### config.mk
export PLATFORM = sky130hd
export DESIGN_NAME = regfile_wb_arbiter
export DESIGN_NICKNAME = d
export VERILOG_FILES = /design/src/rtl/cpu_pkg.sv /design/src/rtl/wb_starve_counter.sv /design/src/rtl/regfile_wb_arbiter.sv
export SDC_FILE = /design/constraint.sdc
export NUM_CORES = 1
export LEC_CHECK = 0
export ABC_AREA = 1
export ABC_CLOCK_PERIOD_IN_PS = 3490
export CAP_MARGIN = 5
export CORE_UTILIZATION = 44
export DETAILED_ROUTE_END_ITERATION = 6
export HOLD_SLACK_MARGIN = 0.15
export PLACE_DENSITY = 0.86
export SKIP_CTS_REPAIR_TIMING = 1
export SLEW_MARGIN = 20
export SYNTH_ARGS = -nofsm -noshare
export SYNTH_HDL_FRONTEND = slang
export SYNTH_SLANG_ARGS = --single-unit
export TNS_END_PERCENT = 100
### constraint.sdc
create_clock -name clk -period 3.49 [get_ports clk]
set_input_delay 0.8725 -clock clk [delete_from_list [all_inputs] [get_ports clk]]
set_output_delay 0.8725 -clock clk [all_outputs]
set_load 0.1 [all_outputs]
### src/rtl/cpu_pkg.sv
// Shared CPU datapath widths and register-file helpers.
package cpu_pkg;
  localparam int REG_ADDR_W = 5;
  localparam int DATA_W     = 32;
  localparam logic [REG_ADDR_W-1:0] REG_ZERO = 5'd0;

  // $0 is hardwired to zero, so writes to it must never reach regm.
  function automatic logic is_real_reg(input logic [REG_ADDR_W-1:0] r);
    return (r != REG_ZERO);
  endfunction
endpackage

### src/rtl/wb_starve_counter.sv
// Saturating counter tracking how long the mul/div writeback has been refused.
module wb_starve_counter #(
  parameter int MAX = 4,
  parameter int W   = 4
) (
  input  logic clk,
  input  logic reset,
  input  logic i_inc,
  input  logic i_clear,
  output logic o_at_max
);
  localparam logic [W-1:0] MAX_V = W'(MAX);

  logic [W-1:0] r_cnt;

  // Clear wins over increment; increment stops at MAX.
  always_ff @(posedge clk or posedge reset) begin
    if (reset) begin
      r_cnt <= {W{1'b0}};
    end else if (i_clear) begin
      r_cnt <= {W{1'b0}};
    end else if (i_inc && (r_cnt != MAX_V)) begin
      r_cnt <= r_cnt + {{(W-1){1'b0}}, 1'b1};
    end else begin
      r_cnt <= r_cnt;
    end
  end

  assign o_at_max = (r_cnt == MAX_V);
endmodule

### src/rtl/regfile_wb_arbiter.sv
// Arbitrates the single regm write port between pipeline (A) and mul/div (B)
// writeback, A first, with a starvation limit that forces a B grant.
module regfile_wb_arbiter
  import cpu_pkg::*;
#(
  parameter int STARVE_MAX = 4,
  parameter int CNT_W      = 4
) (
  input  logic                  clk,
  input  logic                  reset,
  input  logic                  a_valid,
  output logic                  a_ready,
  input  logic [REG_ADDR_W-1:0] a_reg,
  input  logic [DATA_W-1:0]     a_data,
  input  logic                  b_valid,
  output logic                  b_ready,
  input  logic [REG_ADDR_W-1:0] b_reg,
  input  logic [DATA_W-1:0]     b_data,
  output logic                  write,
  output logic [REG_ADDR_W-1:0] wrreg,
  output logic [DATA_W-1:0]     wrdata,
  output logic                  b_starved
);
  logic w_at_max;
  logic w_force_b;
  logic w_b_grant;
  logic w_a_grant;

  wb_starve_counter #(
    .MAX (STARVE_MAX),
    .W   (CNT_W)
  ) u_starve (
    .clk      (clk),
    .reset    (reset),
    .i_inc    (b_valid & ~w_b_grant),
    .i_clear  (~b_valid | w_b_grant),
    .o_at_max (w_at_max)
  );

  // Grants are masked by reset so nothing is accepted while it is held.
  assign w_force_b = b_valid & w_at_max;
  assign w_b_grant = ~reset & b_valid & (~a_valid | w_force_b);
  assign w_a_grant = ~reset & a_valid & ~w_b_grant;

  assign a_ready   = w_a_grant;
  assign b_ready   = w_b_grant;
  assign b_starved = w_at_max;

  // Registered write port; address and data hold when nothing is accepted.
  always_ff @(posedge clk or posedge reset) begin
    if (reset) begin
      write  <= 1'b0;
      wrreg  <= REG_ZERO;
      wrdata <= {DATA_W{1'b0}};
    end else if (w_a_grant) begin
      write  <= is_real_reg(a_reg);
      wrreg  <= a_reg;
      wrdata <= a_data;
    end else if (w_b_grant) begin
      write  <= is_real_reg(b_reg);
      wrreg  <= b_reg;
      wrdata <= b_data;
    end else begin
      write  <= 1'b0;
      wrreg  <= wrreg;
      wrdata <= wrdata;
    end
  end
endmodule

## Word level (Yosys, flattened, before mapping)

Cells that the tools add are included.

- $add $sub $neg: 1
- Equal/unequal tests: 2
- Multiplexer cells: 8
- Bitwise operators: 12
- Reductions and logical operators: 5

Operators by type and width:

| cell | count |
|---|---|
| 2-to-1 mux 32 bit | 2 |
| 2-to-1 mux 5 bit | 2 |
| nonzero test 5 bit | 2 |
| 2-to-1 mux 4 bit | 2 |
| AND 1 bit | 6 |
| adder 4 x 1 -> 4 bit, second input constant | 1 |
| == test 4 x 3 -> 1 bit, second input constant | 1 |
| inequality test 4 x 3 -> 1 bit, second input constant | 1 |
| NOT 1 bit | 4 |
| nonzero test 2 bit | 2 |
| 2-to-1 mux 1 bit | 2 |
| bitwise OR 1 bit | 2 |
| logical AND 1 bit | 1 |

- Register bits: 42
- Bits of input ports: 78
- Logic and storage cells: 32

## Longest topological paths before layout

Gate-level depths: netlist of run 1.

- Depth after elaboration: 9
- Gate-level depth with buffers: 9

## Cells and area by module

Synthesis of run 1 repeated with hierarchy kept, for this count alone.

- Cells, all modules: 261
- Area total of the unflattened synthesis: 2225.9 um^2

Modules (own cells, without submodules):

| module | instances | cells an instance | area an instance (um^2) |
|---|---|---|---|
| regfile_wb_arbiter | 1 | 228 | 1969.4 |
| wb_starve_counter | 1 | 33 | 256.5 |

## Least setup slack after synthesis of run 1

No wires, ideal clock.

- Path kind: input -> output
- From: in b_valid
- To: out b_ready
- Data arrival time: 1926 ps
- Required time: 2618 ps
- Setup slack: 691 ps
- Stages: 5
- Path buffers: 1
- Cell sequence: inv_1 -> nor2_4 -> nand2_4 -> buf_6 -> inv_1

- Cells in the longest elaborated chain, start to end: 3
- Elaborated cells between the ends (all ways): 4
- Classes of those cells: bitwise: 4

RTL lines:

| item | RTL line | source |
|---|---|---|
| from (decl) | regfile_wb_arbiter.sv:15 | `input logic b_valid,` |
| AND 1 bit | regfile_wb_arbiter.sv:41 | `assign w_force_b = b_valid & w_at_max;` |
| bitwise OR 1 bit | regfile_wb_arbiter.sv:42 | `assign w_b_grant = ~reset & b_valid & (~a_valid \| w_force_b);` |
| AND 1 bit * | regfile_wb_arbiter.sv:42 |  |
| to (decl) | regfile_wb_arbiter.sv:16 | `output logic b_ready,` |

Every way passes the cells marked *; elsewhere a longest branch is shown, timed or not.

## Worst setup path in the final report of run 1

- From: in reset
- To: out b_ready

- Cells in the longest elaborated chain, start to end: 3

RTL lines:

| item | RTL line | source |
|---|---|---|
| from (decl) | regfile_wb_arbiter.sv:10 | `input logic reset,` |
| NOT 1 bit | regfile_wb_arbiter.sv:42 |  |
| AND 1 bit (2 in a row) | regfile_wb_arbiter.sv:42 |  |

No other way between the ends.

==> results by group, run 1 <==
Pwr
  • Flop pwr share: 32.9%
  • Switching part of the total power: about half
  • Part of the power in the clock network: about 17%
  • NetSw: ~900 uW
  • Cell internal pwr: 945 uW
  • Combinational share of power: 50.4%
  • VDD IR max: a little under 0.3 mV
  • Leakage: roughly 1.8 nW
  • PwrDens: 502 mW/mm^2

Route
  • WL/cell: roughly 13 um
  • Drt via density: 4.83
  • Via count: 2419
  • Final wirelength: around 6.5 mm
  • Initial drt markers: 159
  • DRT antenna net count: 0
  • Pre-antenna DRT Iters: 4
  • Detailed-route DRC error count: 0

Clock network
  • CTS Sinks: 42
  • CTS buffer count: 5
  • Clk buf depth: 2
  • Clock-pin slew on the worst setup and hold paths: 70 ps
  • # H-tree levels: 2
  • Worst-Skew Late Latency: 290 ps
  • CTS tree: done
  • Root buffer cell: clkbuf_8

Synth
  • Top-count cell post-synth: nand2_1
  • Synth cell types: 21
  • Post-Syn Area: 0.00245 mm^2
  • Top post-synthesis cells by count: nand2_1, nand3_1, inv_1
  • Yosys top cell area share: 42.9%
  • Ys async rst share: 100%
  • Number of flops mapped to enable cells by yosys: 0
  • Most used DFF post-synth: dfrtp_1
  • Sequential area share after synthesis: 42.9%
  • Mean Syn Cell Area: about 7.7 um^2
  • Synth warn: 0
  • Synth area leader: dfrtp_1
  • Synth area leaders: dfrtp_1, nand2_1, nand3_1
  • Syn Inst Count: 320
  • Flops & latches, synth: 42
  • Net Count, Synth: 400

Floorplan
  • I/O Pins: 119
  • Die width: around 77 um
  • Die Y: about 77 um
  • Core Rows: 26
  • Initial Util: 46.8%
  • Core area: 0.00524 mm^2
  • Die ar.: between 0.005 and 0.006 mm^2

Timing
  • Slew Limit Fails: 0
  • RSZ-0062 raised after global routing: false
  • Final Cycle Share: 88.8%
  • Setup Skew: about 2.4 ps
  • Min cycle time layout: ~3100 ps
  • Setup violators final: 0
  • Fin Setup TNS: 0 ps
  • Final Hold Fails: 0
  • Rel. slew slack: around two fifths
  • Slew @ Worst Pin: 878 ps
  • Achievable Freq: 323 MHz

Worst hold path
  • Hold Crit Class: flop to flop
  • Hold path depth: 2
  • Hold wc startpoint: wrdata[5]
  • Hold path endpoint: wrdata[5]

Cells and area
  • Area Growth Syn to Fin: 48.4%
  • Layout cells sized above 1: between 15 and 20%
  • Multi-input logic area: roughly 0.0011 mm^2
  • Antenna diodes: 0
  • Fin nets: 512
  • Final core occ: between 60% and 70%
  • Register Area: 0.00105 mm^2
  • Fill cells: 428

Setup path
  • Worst r2r dst: u_starve.r_cnt[1]
  • Critical-path maximum fanout: 11
  • Worst path arrival time: 2230 ps
  • CP Capture Type: output pin
  • Startpoint types: input pin
  • Critical Path Source: reset
  • Reg-to-reg slack, setup: 1590 ps
  • WP data required: between 2000 and 3000 ps
  • Slowest stage delay, CP: around 540 ps
  • Slowest CP cell: clkdlybuf4s50_1
  • Crit Reg-Reg Startpoint: u_starve.r_cnt[0]
  • Worst r2r path cells: 8
  • Cell-by-cell trace of the critical path: clkdlybuf4s50_1, nor2_4, nand2_4, inv_1, buf_12
  • Crit path kind: input pin to output pin

Global routing
  • GR Overflow Total: 0
  • First-pass GRT wire length: ~11 mm
  • Total track usage: 23.5%
  • Initial antenna violation count: 0
  • Largest net degree at the start of global routing: 48
  • Number of global-route vias before repair: 2386

Placed design
  • Routability cong.: roughly 0.82
  • PortBufs: 118
  • Post-DP HPWL: 4.82 mm

Run status
  • Outcome: completed

Flow run
  • Maxcap violations: 0
==> placed cells by master (no fill, tap or decap), drive strengths merged, types with 2 or more instances in the layout <==
cell	count
inv	45
clkbuf	6
nand2	87
a21oi	3
nor3	2
nor2	41
ha	2
clkdlybuf4s50	77
nand3	77
dfrtp	42
buf	46
==> cell families (layout without fill, tap and decap cells) <==
group | count (synthesis) | count (layout) | share of synthesized area [%]
AND/OR/NAND/NOR | 208 | 208 | 42.4
buffers and inverters | 63 | 174 | 12.5
AO/OA/AOI/OAI | 4 | 4 | 0.817
flip-flops | 42 | 42 | 42.9
adder cells (fa/ha/maj) | 2 | 2 | 1.02
XOR/XNOR | 1 | 1 | 0.358
==> power by group through the flow <==
| stage | Combinational (mW) | Clock (mW) | Sequential (mW) |
|---|---|---|---|
| final | 0.919 | 0.306 | 0.600 |
| after global routing | 0.960 | 0.334 | 0.609 |
| after CTS | 0.924 | 0.319 | 0.599 |
| after detailed placement | 0.923 | 0 | 0.607 |
| after global placement | 0.912 | 0 | 0.606 |
| after floorplan | 0.191 | 0 | 1.09 |
==> state kept, by name, summed over array words and instances, names as in the netlist <==
signal	count
u_starve.r_cnt	4
wrdata	32
wrreg	5
write	1
==> routing by layer <==
layer | wire length [um] | GRT usage [%] | up-vias
li1 | - | - | 1208
met1 | 2880 | 29.5 | 1109
met2 | 3140 | 40.5 | 92
met3 | 412 | 4.43 | 10
met4 | 104 | 7.69 | 0
met5 | 0 | 0 | -
==> through the flow <==
step	cells	hold WS [ps]	setup WS, ps	total power [mW]	instance area, um^2
CTS	501	507	387	1.84	3640
floorplan	320	549	691	1.28	2450
global route	501	526	335	1.90	3640
detailed placement	495	484	388	1.53	3550
global placement	495	481	432	1.52	3550
finish	501	502	389	1.82	3640
==> how the worst max path moves through the flow <==
| stage | endpoint | slack, ps | depth (start not counted) |
|---|---|---|---|
| final | b_ready | 390 | 5 |
| after global routing | b_ready | 340 | 5 |
| after CTS | b_ready | 390 | 5 |
| after detailed placement | b_ready | 390 | 5 |
| after global placement | b_ready | 430 | 5 |
| after floorplan | b_ready | 690 | 5 |
==> worst max-delay path, delay by kind of cell <==
kind,cells,cell delay (ps)
buffers and inverters,3,910
AND/OR/NAND/NOR,2,430
==> area by class of cell <==
cell class	instances	share of cell area [%]
Sequential cell	42	28.9
Multi-Input combinational cell	215	30.0
Inverter	45	4.65
Tap cell	70	2.41
Clock buffer	6	2.27
Timing Repair Buffer	123	31.7
(Power assumes the default switching activity.)
==> run 2: changes to the inputs <==
--- a/config.mk
+++ b/config.mk
@@ -9,6 +9,7 @@
 export ABC_CLOCK_PERIOD_IN_PS = 3490
 export CAP_MARGIN = 5
 export CORE_UTILIZATION = 44
+export CTS_CLUSTER_DIAMETER = 150
 export DETAILED_ROUTE_END_ITERATION = 6
 export HOLD_SLACK_MARGIN = 0.15
 export PLACE_DENSITY = 0.86
==> results of run 2 <==
Same layout as run 1: the final DEF is identical, and so are final timing and power.
